### src/rtl/add_serial_pkg.sv
// Shared definitions for the add_serial issue/collect stage.
//   issue_state_t : issue FSM state encoding
//   ADD_*         : default width, FIFO depth and launch-to-capture latency
//   clog2         : ceiling log2, used to size pointers and occupancy counts
package add_serial_pkg;

  localparam int unsigned ADD_WIDTH = 8;
  localparam int unsigned ADD_DEPTH = 4;
  localparam int unsigned ADD_LAT   = 10;

  typedef enum logic [1:0] {
    IDLE   = 2'd0,
    LAUNCH = 2'd1,
    WAIT   = 2'd2,
    HOLD   = 2'd3
  } issue_state_t;

  function automatic int unsigned clog2(input int unsigned v);
    int unsigned r;
    int unsigned x;
    r = 0;
    x = 1;
    while (x < v) begin
      x = x << 1;
      r++;
    end
    return r;
  endfunction

endpackage

### src/rtl/add_serial_opfifo.sv
// Operand-pair FIFO for the add_serial issue stage.
//   clk, rst_n : clock, asynchronous active-low reset (empties the FIFO)
//   i_push     : write i_wdata (caller guarantees not full)
//   i_pop      : drop the head entry (caller guarantees not empty)
//   o_head     : oldest entry, valid whenever o_count > 0
//   o_count    : current occupancy, 0..DEPTH
module add_serial_opfifo
  import add_serial_pkg::*;
#(
  parameter int unsigned DW    = 16,
  parameter int unsigned DEPTH = 4
) (
  input  logic                    clk,
  input  logic                    rst_n,
  input  logic                    i_push,
  input  logic [DW-1:0]           i_wdata,
  input  logic                    i_pop,
  output logic [DW-1:0]           o_head,
  output logic [clog2(DEPTH):0]   o_count
);

  localparam int unsigned AW = clog2(DEPTH);

  logic [DW-1:0]  r_mem [DEPTH];
  logic [AW-1:0]  r_wptr;
  logic [AW-1:0]  r_rptr;
  logic [AW:0]    r_count;

  // Storage carries no reset; occupancy and pointers alone define validity.
  always_ff @(posedge clk) begin
    if (i_push) r_mem[r_wptr] <= i_wdata;
  end

  // DEPTH is a power of two, so pointers wrap naturally.
  always_ff @(posedge clk or negedge rst_n) begin
    if (!rst_n) begin
      r_wptr  <= '0;
      r_rptr  <= '0;
      r_count <= '0;
    end else begin
      if (i_push) r_wptr <= r_wptr + 1'b1;
      if (i_pop)  r_rptr <= r_rptr + 1'b1;
      case ({i_push, i_pop})
        2'b10:   r_count <= r_count + 1'b1;
        2'b01:   r_count <= r_count - 1'b1;
        default: r_count <= r_count;
      endcase
    end
  end

  assign o_head  = r_mem[r_rptr];
  assign o_count = r_count;

endmodule

### src/rtl/add_serial_issue.sv
// Issue/collect stage wrapping the multi-cycle serial adder.
// Operand pairs are buffered in a FIFO, launched one at a time with a
// single-cycle add_en and stable add_a/add_b, and the adder output is
// captured a fixed LAT cycles after the launch cycle and offered on a
// valid/ready result port.
//   clk, rst_n          : clock, asynchronous active-low reset
//   in_valid/in_ready   : operand handshake; in_ready = (fifo_count < DEPTH)
//   in_a, in_b          : operands
//   add_en, add_a/add_b : adder launch pulse and held operands
//   add_out             : adder result
//   res_valid/res_ready : result handshake; res_data = captured sum
//   busy                : FSM not idle
//   fifo_count          : FIFO occupancy
module add_serial_issue
  import add_serial_pkg::*;
#(
  parameter int unsigned WIDTH = ADD_WIDTH,
  parameter int unsigned DEPTH = ADD_DEPTH,
  parameter int unsigned LAT   = ADD_LAT
) (
  input  logic                   clk,
  input  logic                   rst_n,
  input  logic                   in_valid,
  output logic                   in_ready,
  input  logic [WIDTH-1:0]       in_a,
  input  logic [WIDTH-1:0]       in_b,
  output logic                   add_en,
  output logic [WIDTH-1:0]       add_a,
  output logic [WIDTH-1:0]       add_b,
  input  logic [WIDTH-1:0]       add_out,
  output logic                   res_valid,
  input  logic                   res_ready,
  output logic [WIDTH-1:0]       res_data,
  output logic                   busy,
  output logic [clog2(DEPTH):0]  fifo_count
);

  localparam int unsigned CW   = clog2(DEPTH) + 1;
  // LAT is at most 255, so the wait counter never needs more than 8 bits.
  localparam logic [7:0]  LAST = 8'(LAT - 1);

  issue_state_t        r_state;
  issue_state_t        w_state_nxt;
  logic [7:0]          r_cnt;
  logic [WIDTH-1:0]    r_add_a;
  logic [WIDTH-1:0]    r_add_b;
  logic                r_res_valid;
  logic [WIDTH-1:0]    r_res_data;
  logic                w_push;
  logic                w_launch;
  logic [2*WIDTH-1:0]  w_head;
  logic [CW-1:0]       w_count;

  assign in_ready = (w_count < CW'(DEPTH));
  assign w_push   = in_valid && in_ready;

  add_serial_opfifo #(
    .DW    (2 * WIDTH),
    .DEPTH (DEPTH)
  ) u_fifo (
    .clk     (clk),
    .rst_n   (rst_n),
    .i_push  (w_push),
    .i_wdata ({in_a, in_b}),
    .i_pop   (w_launch),
    .o_head  (w_head),
    .o_count (w_count)
  );

  // w_launch marks the edge entering LAUNCH: it pops the FIFO and loads
  // the adder operands in the same cycle.
  always_comb begin
    w_state_nxt = r_state;
    w_launch    = 1'b0;
    case (r_state)
      IDLE: begin
        if (w_count != '0) begin
          w_state_nxt = LAUNCH;
          w_launch    = 1'b1;
        end
      end
      LAUNCH: w_state_nxt = WAIT;
      WAIT: begin
        if (r_cnt == LAST) w_state_nxt = HOLD;
      end
      HOLD: begin
        if (r_res_valid && res_ready) begin
          if (w_count != '0) begin
            w_state_nxt = LAUNCH;
            w_launch    = 1'b1;
          end else begin
            w_state_nxt = IDLE;
          end
        end
      end
      default: w_state_nxt = IDLE;
    endcase
  end

  always_ff @(posedge clk or negedge rst_n) begin
    if (!rst_n) begin
      r_state     <= IDLE;
      r_cnt       <= '0;
      r_add_a     <= '0;
      r_add_b     <= '0;
      r_res_valid <= 1'b0;
      r_res_data  <= '0;
    end else begin
      r_state <= w_state_nxt;

      if (w_launch) {r_add_a, r_add_b} <= w_head;

      case (r_state)
        LAUNCH:  r_cnt <= '0;
        WAIT:    r_cnt <= r_cnt + 1'b1;
        default: r_cnt <= r_cnt;
      endcase

      if (r_state == WAIT && r_cnt == LAST) begin
        r_res_data  <= add_out;
        r_res_valid <= 1'b1;
      end else if (r_res_valid && res_ready) begin
        r_res_valid <= 1'b0;
      end
    end
  end

  assign add_en     = (r_state == LAUNCH);
  assign add_a      = r_add_a;
  assign add_b      = r_add_b;
  assign res_valid  = r_res_valid;
  assign res_data   = r_res_data;
  assign busy       = (r_state != IDLE);
  assign fifo_count = w_count;

endmodule

### config.mk
export PLATFORM = sky130hd
export DESIGN_NAME = add_serial_issue
export DESIGN_NICKNAME = d
export VERILOG_FILES = /design/src/rtl/add_serial_pkg.sv /design/src/rtl/add_serial_opfifo.sv /design/src/rtl/add_serial_issue.sv
export SDC_FILE = /design/constraint.sdc
export NUM_CORES = 1
export LEC_CHECK = 0
export BUFFER_PORTS_ARGS = -buffer_cell sky130_fd_sc_hd__buf_2
export CAP_MARGIN = 10
export CORE_MARGIN = 1.5
export CORE_UTILIZATION = 25
export DETAILED_ROUTE_END_ITERATION = 10
export MAX_ROUTING_LAYER = met4
export PLACE_DENSITY = 0.37
export SKIP_LAST_GASP = 1
export SYNTH_ARGS = -nofsm -noshare
export SYNTH_HDL_FRONTEND = slang
export SYNTH_SLANG_ARGS = --single-unit
### constraint.sdc
create_clock -name clk -period 3.2 [get_ports clk]
set_input_delay 0.32 -clock clk [delete_from_list [all_inputs] [get_ports clk]]
set_output_delay 0.32 -clock clk [all_outputs]
set_load 0.02 [all_outputs]
Yosys cells after proc, flatten, opt, wreduce, memory -nomap -nowiden
Memory sizes are Yosys's and may differ from the RTL's. A register that Yosys moved wholly into a read port is not among the register bits.
Cells that the tools add are included.

word-level totals
  memories kept = 1
  flip-flop bits (word level) = 26
  logic and storage cells = 48
  ROM bits = 0
  memory bits (writable) = 64
  output and inout bits = 31
  input port bits = 28
  bits in latches = 0

operators by class
  equality and inequality tests = 9
  div/mod/pow operators = 0
  bitwise logic cells = 0
  multiply operators = 0
  order comparisons = 1
  add/subtract/negate cells = 5
  reductions and logical operators = 11
  shifts and indexed selects = 0
  muxes and demuxes = 14

memories
  name          depth  width  read ports  clocked after memory_dff  write ports  line                     text
  u_fifo.r_mem  4      16     1           1                         1            add_serial_opfifo.sv:24  logic [DW-1:0] r_mem [DEPTH];

operators with widths
  cell                                                                     count
  8-bit case mux with 2 select lines                                       1
  8-bit by 1-bit adder with 8-bit output, second input constant            1
  8-bit by 4-bit equality test with 1-bit output, second input constant    1
  2-bit case mux with 4 select lines                                       1
  2-bit nonzero test                                                       4
  1-bit 2-to-1 mux                                                         7
  2-bit equality test, second input constant                               3
  2-bit 2-to-1 mux                                                         3
  3-bit case mux with 2 select lines                                       1
  2-bit by 1-bit adder with 2-bit output, second input constant            2
  2-bit by 1-bit equality test with 1-bit output, second input constant    2
  2-bit inequality test, second input constant                             2
  3-bit by 1-bit adder with 3-bit output, second input constant            1
  1-bit logical AND                                                        3
  3-bit less-than comparator, second input constant                        1
  3-bit AND reduction                                                      1
  3-bit nonzero test                                                       1
  3-bit by 1-bit subtractor with 3-bit output, second input constant       1
  2-bit zero test                                                          1
  2-bit by 1-bit inequality test with 1-bit output, second input constant  1
  1-bit case mux with 2 select lines                                       1
  1-bit zero test                                                          1

Longest topological paths before layout
Gate-level depths: netlist of the first run.

  depth after elaboration = 6
  mapped depth = 11
  gate-level depth less buffers = 10

By module
A second synthesis of the first run with hierarchy kept.

second synthesis, totals
  cells, all modules = 244
  area, all modules = 4,380.5 um2

modules (own cells, without submodules)
  module             cells each  times used  seq. area each (um2)  area an instance (um2)
  add_serial_opfifo  118         1           2,097.0               2,737.6
  add_serial_issue   126         1           875.8                 1,642.8

Worst setup path after synthesis of the first run
OpenSTA, ideal clock, no wires.

  path kind = reg2reg
  start = register r_state[0]
  end = register u_fifo.r_count[2] (netlist: u_fifo.o_count[2])
  path slack = 0.757 ns
  setup time = 0.080 ns
  data required time = 3.120 ns
  stages on the path, launching flop included = 11
  clock period less this slack = 2.443 ns
  arrival time = 2.362 ns
  buffers on the path = 1
  cells stage by stage = dfrtp_1 > inv_1 > ha_1 > nor3_4 > buf_12 > ha_1 > inv_1 > fa_1 > xor2_1 > nor2_1 > xnor2_1

between the ends
  cells in the longest elaborated chain, start to end = 4
  elaborated cells on any way between the ends = 7
  those cells by class = 3 x eq/ne; 2 x mux; 2 x reduce/logical

RTL lines
  item                                                                                   line                     text
  from (decl)                                                                            add_serial_issue.sv:42   issue_state_t r_state;
  from (signal assigned)                                                                 add_serial_issue.sv:109  r_state <= w_state_nxt;
  2-bit equality test or 2-bit zero test (tied branches)                                 add_serial_issue.sv:75   case (r_state)
  1-bit case mux with 2 select lines *                                                   add_serial_issue.sv:75
  net u_fifo.i_pop                                                                       add_serial_opfifo.sv:17  input logic i_pop,
  2-bit by 1-bit equality test with 1-bit output or 2-bit equality test (tied branches)  add_serial_opfifo.sv:43  case ({i_push, i_pop})
  3-bit case mux with 2 select lines or 2-bit nonzero test (tied branches)               --
  to (signal assigned)                                                                   add_serial_opfifo.sv:44  2'b10: r_count <= r_count + 1'b1;
  to (signal assigned)                                                                   add_serial_opfifo.sv:45  2'b01: r_count <= r_count - 1'b1;
  to (signal assigned)                                                                   add_serial_opfifo.sv:46  default: r_count <= r_count;
  to (decl)                                                                              add_serial_opfifo.sv:27  logic [AW:0] r_count;

Mark *: on every way through the listed nets, which the timed path passes. The rest lies on a longest branch.
A chain may end at the register's enable or synchronous reset.

Worst setup path after layout of the first run
  start = register r_state[1]
  end = register u_fifo.r_count[2] (netlist: u_fifo.o_count[2])

between the ends
  cells in the longest elaborated chain, start to end = 4
  elaborated cells on any way between the ends = 7
  those cells by class = 3 x eq/ne; 2 x mux; 2 x reduce/logical

RTL lines
  item                                                                                   line
  2-bit equality test or 2-bit zero test (tied branches)                                 add_serial_issue.sv:75
  1-bit case mux with 2 select lines *                                                   add_serial_issue.sv:75
  2-bit by 1-bit equality test with 1-bit output or 2-bit equality test (tied branches)  add_serial_opfifo.sv:43
  3-bit case mux with 2 select lines or 2-bit nonzero test (tied branches)               --

Every way passes the cells marked *; elsewhere a longest branch is shown, timed or not.

==> results.sh, run 1 <==
export IMPL_status="completed"
export IMPL_finClkSkew_ns=0.00933
export IMPL_cts_made_buffers=9
export IMPL_synth_edf_count=64
export IMPL_synth_common_cells="edfxtp_1, dfrtp_1, mux2_2"
export IMPL_root_buffer="clkbuf_16"
export IMPL_cts_num_sinks=106
export IMPL_cts_reportedPaths_clkPinSlew_ns=0.08
export IMPL_met2_length_mm=4.26
export IMPL_synth_area_um2=4370
export IMPL_rows=48
export IMPL_die_width_um=135
export IMPL_synth_cell_types=42
export IMPL_yosysMostFrequentCell="edfxtp_1"
export IMPL_synth_area_leaders="edfxtp_1, dfrtp_1, mux4_1"
export IMPL_whs_ns=0.0604
export IMPL_worst_pin_slew_ns=0.832
export IMPL_max_stage_delay_ns=0.44
export IMPL_synth_warnings=0
export IMPL_ys_seq_elements=106
export IMPL_synth_mux_area_share_pct=16.3
export IMPL_syn_to_final_growth_pct=19.5
export IMPL_reg2reg_slack_ns=0.93
export IMPL_pin_count=59
export IMPL_path_class="reg -> reg"
export IMPL_slew_headroom_pct=44.5
export IMPL_syn_avg_cell_area_um2=18.2
export IMPL_postCtsHoldBufs=0
export IMPL_routabilityCongestion=0.687
export IMPL_finalCritPeriodShare_pct=70.9
export IMPL_cp_end_kind="register"
export IMPL_async_reset_ff_share_pct=39.6
export IMPL_synthAdderAreaFrac_pct=3.89
export IMPL_synth_top_area_cell="edfxtp_1"
export IMPL_grt_use_total_pct=10.5
export IMPL_fin_tns_setup_ns=0
export IMPL_netlist_area_leader_share_pct=44.0
export IMPL_grt_max_degree=35
export IMPL_drt_iter0_drc=66
export IMPL_slew_violations=0
export IMPL_via_per_inst=4.12
export IMPL_r2r_cells=9
export IMPL_nets=350
export IMPL_rsz0062_at_grt="false"
export IMPL_post_cts_resized=0
export IMPL_detail_route_first_pass_iterations=4
export IMPL_io_buffers=58
export IMPL_synth_compound_area_share_pct=2.43
export IMPL_path_cells="inv_1 -> ha_1 -> nor3_4 -> ha_1 -> inv_1 -> fa_1 -> xor2_1 -> nor2_1 -> xnor2_1"
export IMPL_vias=2223
export IMPL_wl_mm=8.56
export IMPL_top_layer_used="met4"
export IMPL_ant_nets=0
export IMPL_grt_overflow=0
export IMPL_clk_latency_ns=0.35
export IMPL_crit_path_top_delay_cell="ha_1"
export IMPL_cts_setup_buffers=0
export IMPL_min_period_ns=2.27
export IMPL_syn_instance_count=240
export IMPL_clockBufferDepth=2
export IMPL_grt_pass1_wl_mm=13.4
export IMPL_hp_class="in -> async"
export IMPL_drc_errors=0
export IMPL_maxCapViolations=0
export IMPL_antenna_cells=0
export IMPL_finalHoldViolCount=0
export IMPL_met3WireLength_um=421
export IMPL_syn_nets=281
export IMPL_setup_violations=0
export IMPL_r2r_start="r_state[1]$_DFFE_PN0P_"
export IMPL_fp_dieArea_um2=18300
export IMPL_cp_required_ns=3.47
export IMPL_dieHeight_um=135
export IMPL_wl_met1_mm=3.76
export IMPL_drive_gt1_share_pct=37.6
export IMPL_tritoncts="built"
export IMPL_coreArea_um2=17200
export IMPL_peakVddDrop_uv=310
export IMPL_start_util_pct=25.4
export IMPL_cp_arrival_ns=2.55
export IMPL_yosysSeqAreaShare_pct=68.0
export IMPL_grt_pass1_vias=2289
export IMPL_path_max_fanout=11
export IMPL_antenna_found_initial=0
export IMPL_p_per_area_nw_per_um2=879
export IMPL_finish_utilization_pct=30.4
export IMPL_max_freq_mhz=441
export IMPL_crit_family="adder cells"
export IMPL_synth_xor_area_share_pct=1.80
export IMPL_dp_hpwl_mm=5.42
export IMPL_start_kind="register"
export IMPL_h_tree_depth=3
export IMPL_p_leak_nw=2.06
export IMPL_synth_flop_cell="edfxtp_1"
export IMPL_finalPower_mw=4.59
export IMPL_wl_per_cell_um=15.9
export IMPL_r2r_end="u_fifo.o_count[2]$_DFFE_PN0P_"
export IMPL_yosys_area_share_simple_pct=4.87
export IMPL_path_buf_inv=2
export IMPL_synth_top_family_by_area="multiplexers"
[final cells by class]
class | count | area [um2]
Fill cell | 1744 | 12000
Timing Repair Buffer | 65 | 343
Inverter | 13 | 48.8
Clock buffer | 10 | 250
Clock inverter | 6 | 46.3
Multi-Input combinational cell | 114 | 1280
Sequential cell | 106 | 2970
Tap cell | 225 | 282
[registers in the layout, summed over array words and instances, names as in the netlist]
signal	cells
u_fifo.r_mem	64
r_cnt	8
u_fifo.r_wptr	2
u_fifo.r_rptr	2
res_data	8
res_valid	1
add_a	8
add_b	8
u_fifo.o_count	3
r_state	2
[routing by layer]
layer / GRT usage, % / vias to the layer above
li1: - / 1051
met1: 12.3 / 1108
met2: 17.0 / 53
met3: 3.22 / 11
met4: 4.12 / 0
met5: - / -
[stage by stage]
step                      cells  instance area (um2)  worst slack, ns
after floorplan             240                 4370            0.757
after global placement      523                 4920            0.979
after detailed placement    523                 4920            0.899
after CTS                   539                 5220            0.872
after global routing        539                 5220            0.722
final                       539                 5220            0.930
[cells by family after synthesis]
logic type | after synthesis
DFF | 106
adders and majority gates | 13
and+or+nand+nor | 35
buffers and inverters | 20
xor gates and xnor gates | 9
AOI/OAI and AO/OA | 15
muxes | 42
[worst max path at each step]
stage	startpoint	to	slack [ns]	depth (start not counted)
floorplan	r_state[0]$_DFFE_PN0P_	u_fifo.o_count[2]$_DFFE_PN0P_	0.76	10
global placement	r_state[0]$_DFFE_PN0P_	u_fifo.o_count[2]$_DFFE_PN0P_	0.98	9
detailed placement	r_state[0]$_DFFE_PN0P_	u_fifo.o_count[2]$_DFFE_PN0P_	0.90	9
CTS	r_state[0]$_DFFE_PN0P_	u_fifo.o_count[2]$_DFFE_PN0P_	0.87	9
global route	r_state[1]$_DFFE_PN0P_	u_fifo.o_count[2]$_DFFE_PN0P_	0.72	9
finish	r_state[1]$_DFFE_PN0P_	u_fifo.o_count[2]$_DFFE_PN0P_	0.93	9
[power by group]
group	internal [mW]	switching, mW
logic	0.716	0.820
registers	1.76	0.190
clock network	0.585	0.516
total	3.06	1.53
[placed cells by master (no fill, tap or decap), types with 2 or more instances in the layout]
cell / instances
and2_1: 4
o21ai_0: 5
buf_4: 7
xor2_1: 5
nor3_1: 2
and3_1: 2
nand2_1: 8
inv_1: 13
ha_1: 12
mux4_2: 8
clkbuf_16: 10
mux2_4: 8
mux4_1: 8
nor2b_1: 3
nand3_1: 5
inv_8: 2
mux2_2: 14
edfxtp_1: 64
xnor2_1: 4
mux2i_1: 2
nor2_1: 4
buf_2: 58
dfrtp_1: 42
clkinv_2: 3
mux2_1: 2
(Power assumes the default switching activity.)
==> run 2, diff against run 1 <==
PLACE_DENSITY = 0.39   (was 0.37)
clock period = 1.99 ns   (was 3.2 ns; I/O delays follow)
==> run 2 against run 1 <==
Compared with the run above: maximum frequency up 17%; via count increased by 0.76%; clock skew fell by 0.00085 ns; cell count grew 1.7%; clock power rose by 56%; setup slack worse by 0.87 ns; flip-flop and latch count did not move; non-clock buffer count is 9 higher; final area up 3.4%; first-iteration DRC count up 45%; sequential share of layout area decreased by 1.9 points.
==> results.sh, run 2 (synthesis gave the netlist of run 1 again) <==
export IMPL_path_max_fanout=3
export IMPL_coreArea_um2=17200
export IMPL_start_util_pct=25.4
export IMPL_dp_cells=527
export IMPL_rows=48
export IMPL_clk_latency_ns=0.35
export IMPL_clkPwrFrac_pct=22.4
export IMPL_p_comb_share_pct=37.1
export IMPL_path_class="reg -> reg"
export IMPL_n_fill_cell=1710
export IMPL_path_cells="inv_2 -> ha_4 -> nor3_4 -> ha_4 -> inv_2 -> fa_2 -> xor2_1 -> nor2_1 -> xnor2_1"
export IMPL_die_width_um=135
export IMPL_vias=2240
export IMPL_p_int_mw=5.10
export IMPL_io_buffers=58
export IMPL_layoutNonFillerInstCount=548
export IMPL_syn_to_final_growth_pct=23.5
export IMPL_finish_utilization_pct=31.4
export IMPL_finalCritPeriodShare_pct=97.1
export IMPL_regMostFlops="u_fifo.r_mem"
export IMPL_ant_nets=0
export IMPL_via_per_inst=4.09
export IMPL_nets=359
export IMPL_root_buffer="clkbuf_16"
export IMPL_setup_violations=0
export IMPL_swShare_pct=33.3
export IMPL_slew_headroom_pct=67.7
export IMPL_crit_path_top_delay_cell="dfrtp_1"
export IMPL_clockBufferDepth=2
export IMPL_maxCapViolations=0
export IMPL_p_leak_nw=2.11
export IMPL_cp_arrival_ns=2.21
export IMPL_hp_class="in -> reg"
export IMPL_cts_made_buffers=9
export IMPL_dieHeight_um=135
export IMPL_grt_pass1_wl_mm=13.6
export IMPL_grt_max_degree=36
export IMPL_wl_per_cell_um=15.5
export IMPL_status="completed"
export IMPL_min_period_ns=1.93
export IMPL_slew_violations=0
export IMPL_cts_reportedPaths_clkPinSlew_ns=0.07
export IMPL_antenna_cells=0
export IMPL_worst_pin_slew_ns=0.480
export IMPL_h_tree_depth=3
export IMPL_p_per_area_nw_per_um2=1420
export IMPL_dp_hpwl_mm=5.39
export IMPL_cts_num_sinks=106
export IMPL_grt_overflow=0
export IMPL_start_kind="register"
export IMPL_cp_required_ns=2.27
export IMPL_max_stage_delay_ns=0.44
export IMPL_drive_gt1_share_pct=41.2
export IMPL_r2r_cells=9
export IMPL_rsz0062_at_grt="true"
export IMPL_antenna_found_initial=0
export IMPL_hold_depth=1
export IMPL_pin_count=59
export IMPL_peakVddDrop_uv=601
export IMPL_grt_pass1_vias=2440
export IMPL_finClkSkew_ns=0.00848
export IMPL_grt_use_total_pct=10.6
export IMPL_largest_register_ffs=64
export IMPL_routabilityCongestion=0.724
export IMPL_final_common_cell="edfxtp_1"
export IMPL_p_switching_mw=2.55
export IMPL_finalHoldViolCount=0
export IMPL_fp_dieArea_um2=18300
export IMPL_cp_end_kind="register"
export IMPL_layout_common_cells="edfxtp_1, buf_2, dfrtp_1"
export IMPL_tritoncts="built"
export IMPL_max_freq_mhz=518
export IMPL_seq_power_share_pct=40.5
export IMPL_drt_iter0_drc=96
export IMPL_drc_errors=0
export IMPL_wl_mm=8.51
export IMPL_detail_route_first_pass_iterations=3
## run 2: cell types whose count changed in the layout (fill, tap and decap cells not counted), sizes merged
cell	change
dlygate4sd3	+1
clkbuf	-1
clkinv	-1
buf	+8
inv	+1
clkinvlp	+1
## run 2: timing repair
| action | in CTS | in global routing |
|---|---|---|
| setup endpoints to repair | 1 | 1 |
| gates cloned | 0 | 0 |
| setup buffers | 1 | 3 |
| endpoints found under the hold margin | 42 | 0 |
| pin swaps | 0 | 2 |
| hold buffers | 1 | 0 |
| resized for setup | 0 | 1 |
## run 2: area by class of cell
cell class | instances | area (um2) | share of cell area, %
flip-flops and latches | 106 | 2970 | 55.1
repair buffers | 74 | 475 | 8.81
multi-input cells | 114 | 1330 | 24.7
clock buffers | 9 | 225 | 4.17
inverters | 13 | 48.8 | 0.904
well taps | 225 | 282 | 5.22
clock inverters | 7 | 60.1 | 1.11
## run 2: worst max-delay path, delay by kind of cell (launching register included)
| kind | cells | cell delay (ns) |
|---|---|---|
| adders and majority gates | 3 | 0.70 |
| DFF | 1 | 0.44 |
| and+or+nand+nor | 2 | 0.31 |
| xor gates and xnor gates | 2 | 0.28 |
| buffers and inverters | 2 | 0.14 |
## run 2: path summary, 6_finish.rpt
check	from	to	slack, ns
worst max-delay path	r_state[0]$_DFFE_PN0P_	u_fifo.o_count[2]$_DFFE_PN0P_	0.06
worst min-delay path	in_b[4]	u_fifo.r_mem[1][4]$_DFFE_PP_	0.06
worst max register to register	r_state[0]$_DFFE_PN0P_	u_fifo.o_count[2]$_DFFE_PN0P_	0.06
worst min register to register	res_data[1]$_DFFE_PN0P_	res_data[1]$_DFFE_PN0P_	0.49
max in group asynchronous	rst_n	r_cnt[0]$_DFFE_PN0P_	1.27
min in group asynchronous	rst_n	add_a[3]$_DFFE_PN0P_	0.25
## run 2: stage by stage
stage	setup slack, ns	setup TNS (ns)	hold slack [ns]	instance area [um2]	power [mW]
6_report	0.0578	0	0.0576	5400	7.65
5_1_grt	-0.0360	-0.0360	0.0354	5400	8.18
4_1_cts	0.0164	0	0.0383	5370	7.77
3_5_place_dp	0.00403	0	0.0739	5060	5.99
3_3_place_gp	0.0543	0	0.0823	5060	5.95
2_1_floorplan	-0.268	-0.436	-0.0966	4410	5.14
## run 2: layer usage
metal  GRT usage [%]  share of wire [%]
met1            12.1                 44
met2            17.6                 51
met3            3.55                4.2
met4            3.05                1.3
met5               -                  0
## run 2: power groups by stage
stage                     clock, mW  combinational (mW)  sequential, mW
after floorplan                   0                1.82            3.32
after detailed placement          0                2.84            3.15
after global routing           1.89                3.12            3.17
after global placement            0                2.80            3.15
after CTS                      1.80                2.86            3.11
final                          1.72                2.84            3.10
==> run 3, diff against run 2 <==
BUFFER_PORTS_ARGS = default   (was -buffer_cell sky130_fd_sc_hd__buf_2)
DONT_BUFFER_PORTS = 1   (was default)
PLACE_DENSITY = 0.36   (was 0.39)
==> run 3 against run 2 <==
Compared with the run above: critical path depth did not move; flip-flop and latch count stayed put; sequential power up 7.1%; utilization is 0.12 points higher; non-clock buffer count is 27 lower; setup slack improved by 0.034 ns; power fell by 1.2%; cell count down 4.9%; largest power group unchanged.
==> results.sh, run 3 (synthesis gave the netlist of run 1 again) <==
export IMPL_grt_use_total_pct=10.5
export IMPL_grt_overflow=0
export IMPL_grt_max_degree=43
export IMPL_maxCapViolations=0
export IMPL_finish_utilization_pct=31.5
export IMPL_start_util_pct=25.4
export IMPL_antenna_found_initial=0
export IMPL_fp_dieArea_um2=18300
export IMPL_whs_ns=0.241
export IMPL_tritoncts="built"
export IMPL_dp_hpwl_mm=5.25
export IMPL_final_common_cell="edfxtp_1"
export IMPL_setup_violations=0
export IMPL_n_fill_cell=1725
export IMPL_layout_common_cells="edfxtp_1, dfrtp_1, dlygate4sd3_1"
export IMPL_finalHoldViolCount=0
export IMPL_vias=2160
export IMPL_root_buffer="clkbuf_16"
export IMPL_max_freq_mhz=527
export IMPL_rows=48
export IMPL_drc_errors=0
export IMPL_start_kind="register"
export IMPL_cts_num_sinks=106
export IMPL_syn_to_final_growth_pct=24.0
export IMPL_clk_latency_ns=0.35
export IMPL_cp_end_kind="register"
export IMPL_cts_reportedPaths_clkPinSlew_ns=0.07
export IMPL_drive_gt1_share_pct=27.4
export IMPL_peakVddDrop_uv=424
export IMPL_h_tree_depth=3
export IMPL_path_max_fanout=3
export IMPL_dp_cells=476
export IMPL_layoutNonFillerInstCount=521
export IMPL_grt_pass1_vias=2277
export IMPL_cp_arrival_ns=2.18
export IMPL_die_width_um=135
export IMPL_p_leak_nw=2.02
export IMPL_post_cts_resized=0
export IMPL_p_per_area_nw_per_um2=1390
export IMPL_worst_pin_slew_ns=0.447
export IMPL_ant_nets=0
export IMPL_pin_count=59
export IMPL_cp_required_ns=2.27
export IMPL_multi_input_area_um2=1320
export IMPL_wl_per_cell_um=16.8
export IMPL_min_period_ns=1.90
export IMPL_path_class="reg -> reg"
export IMPL_coreArea_um2=17200
export IMPL_slew_headroom_pct=69.9
export IMPL_grt_pass1_wl_mm=13.2
export IMPL_slew_violations=0
export IMPL_dieHeight_um=135
export IMPL_drt_iter0_drc=49
export IMPL_via_per_inst=4.15
export IMPL_cts_made_buffers=9
export IMPL_regMostFlops="u_fifo.r_mem"
export IMPL_largest_register_ffs=64
export IMPL_detail_route_first_pass_iterations=4
export IMPL_routabilityCongestion=0.711
export IMPL_finalCritPeriodShare_pct=95.4
export IMPL_antenna_cells=0
export IMPL_finClkSkew_ns=0.00526
export IMPL_clockBufferDepth=2
export IMPL_hp_class="in -> reg"
export IMPL_finalPower_mw=7.56
export IMPL_status="completed"
export IMPL_nets=332
export IMPL_io_buffers=0
export IMPL_ff_latch_area_um2=2970
export IMPL_wl_mm=8.73
run 3: changes by cell type in the layout (fill, tap and decap cells not counted), sizes merged:
cell | before | now
buf | 73 | 21
inv | 17 | 15
dlygate4sd3 | 1 | 26
clkinvlp | 1 | 0
clkbuf | 9 | 12
run 3: cell type report:
cell class | count | area share (%)
clock buffer | 12 | 4.73
clock inverter | 4 | 0.624
inverter | 13 | 0.901
multi-input combinational | 114 | 24.4
sequential | 106 | 54.9
tap | 225 | 5.20
timing repair buffer | 47 | 9.24
run 3: per-layer routing:
layer	GRT usage (%)	wire length, um	part of all wire [%]
met3	3.93	456	5.2
met2	18.0	4620	53
met4	3.58	118	1.4
met1	11.1	3540	41
met5	-	0	0
run 3: critical path: stages, from the launching register on:
cell and delay [ns]:
dfrtp_1 0.41, inv_2 0.09, ha_4 0.21, nor3_4 0.22, ha_4 0.17, inv_2 0.03
fa_2 0.32, xor2_1 0.15, nor2_1 0.11, xnor2_1 0.12
run 3: through the flow:
stage	setup WS [ns]	cell area [um2]	TNS, ns
after floorplan	-0.268	4410	-0.436
after global placement	0.0687	4820	0
after detailed placement	0.0631	4820	0
after CTS	0.0430	5400	0
after global routing	-0.00532	5420	-0.00532
final	0.0921	5420	0
run 3: what timing repair did:
item | 4_1_cts | 5_1_grt
setup buffers | 0 | 2
endpoints found under the setup margin | 0 | 1
endpoints found under the hold margin | 115 | 0
hold buffers | 27 | 0
run 3: final timing paths:
kind	start	to	slack (ns)	cells past startpoint
max reg2reg	r_state[1]$_DFFE_PN0P_	u_fifo.o_count[2]$_DFFE_PN0P_	0.09	9
max in group asynchronous	rst_n	add_b[3]$_DFFE_PN0P_	1.38	2
min	res_ready	r_state[0]$_DFFE_PN0P_	0.24	4
max	r_state[1]$_DFFE_PN0P_	u_fifo.o_count[2]$_DFFE_PN0P_	0.09	9
min in group asynchronous	rst_n	r_cnt[6]$_DFFE_PN0P_	0.40	2
min reg2reg	r_cnt[7]$_DFFE_PN0P_	r_cnt[7]$_DFFE_PN0P_	0.56	2
run 3: where the power goes:
part           switching, mW  leakage [nW]  internal (mW)
sequential             0.491          1.10           2.83
combinational           1.18         0.784           1.30
clock                  0.820         0.145          0.933
total                   2.49          2.02           5.07
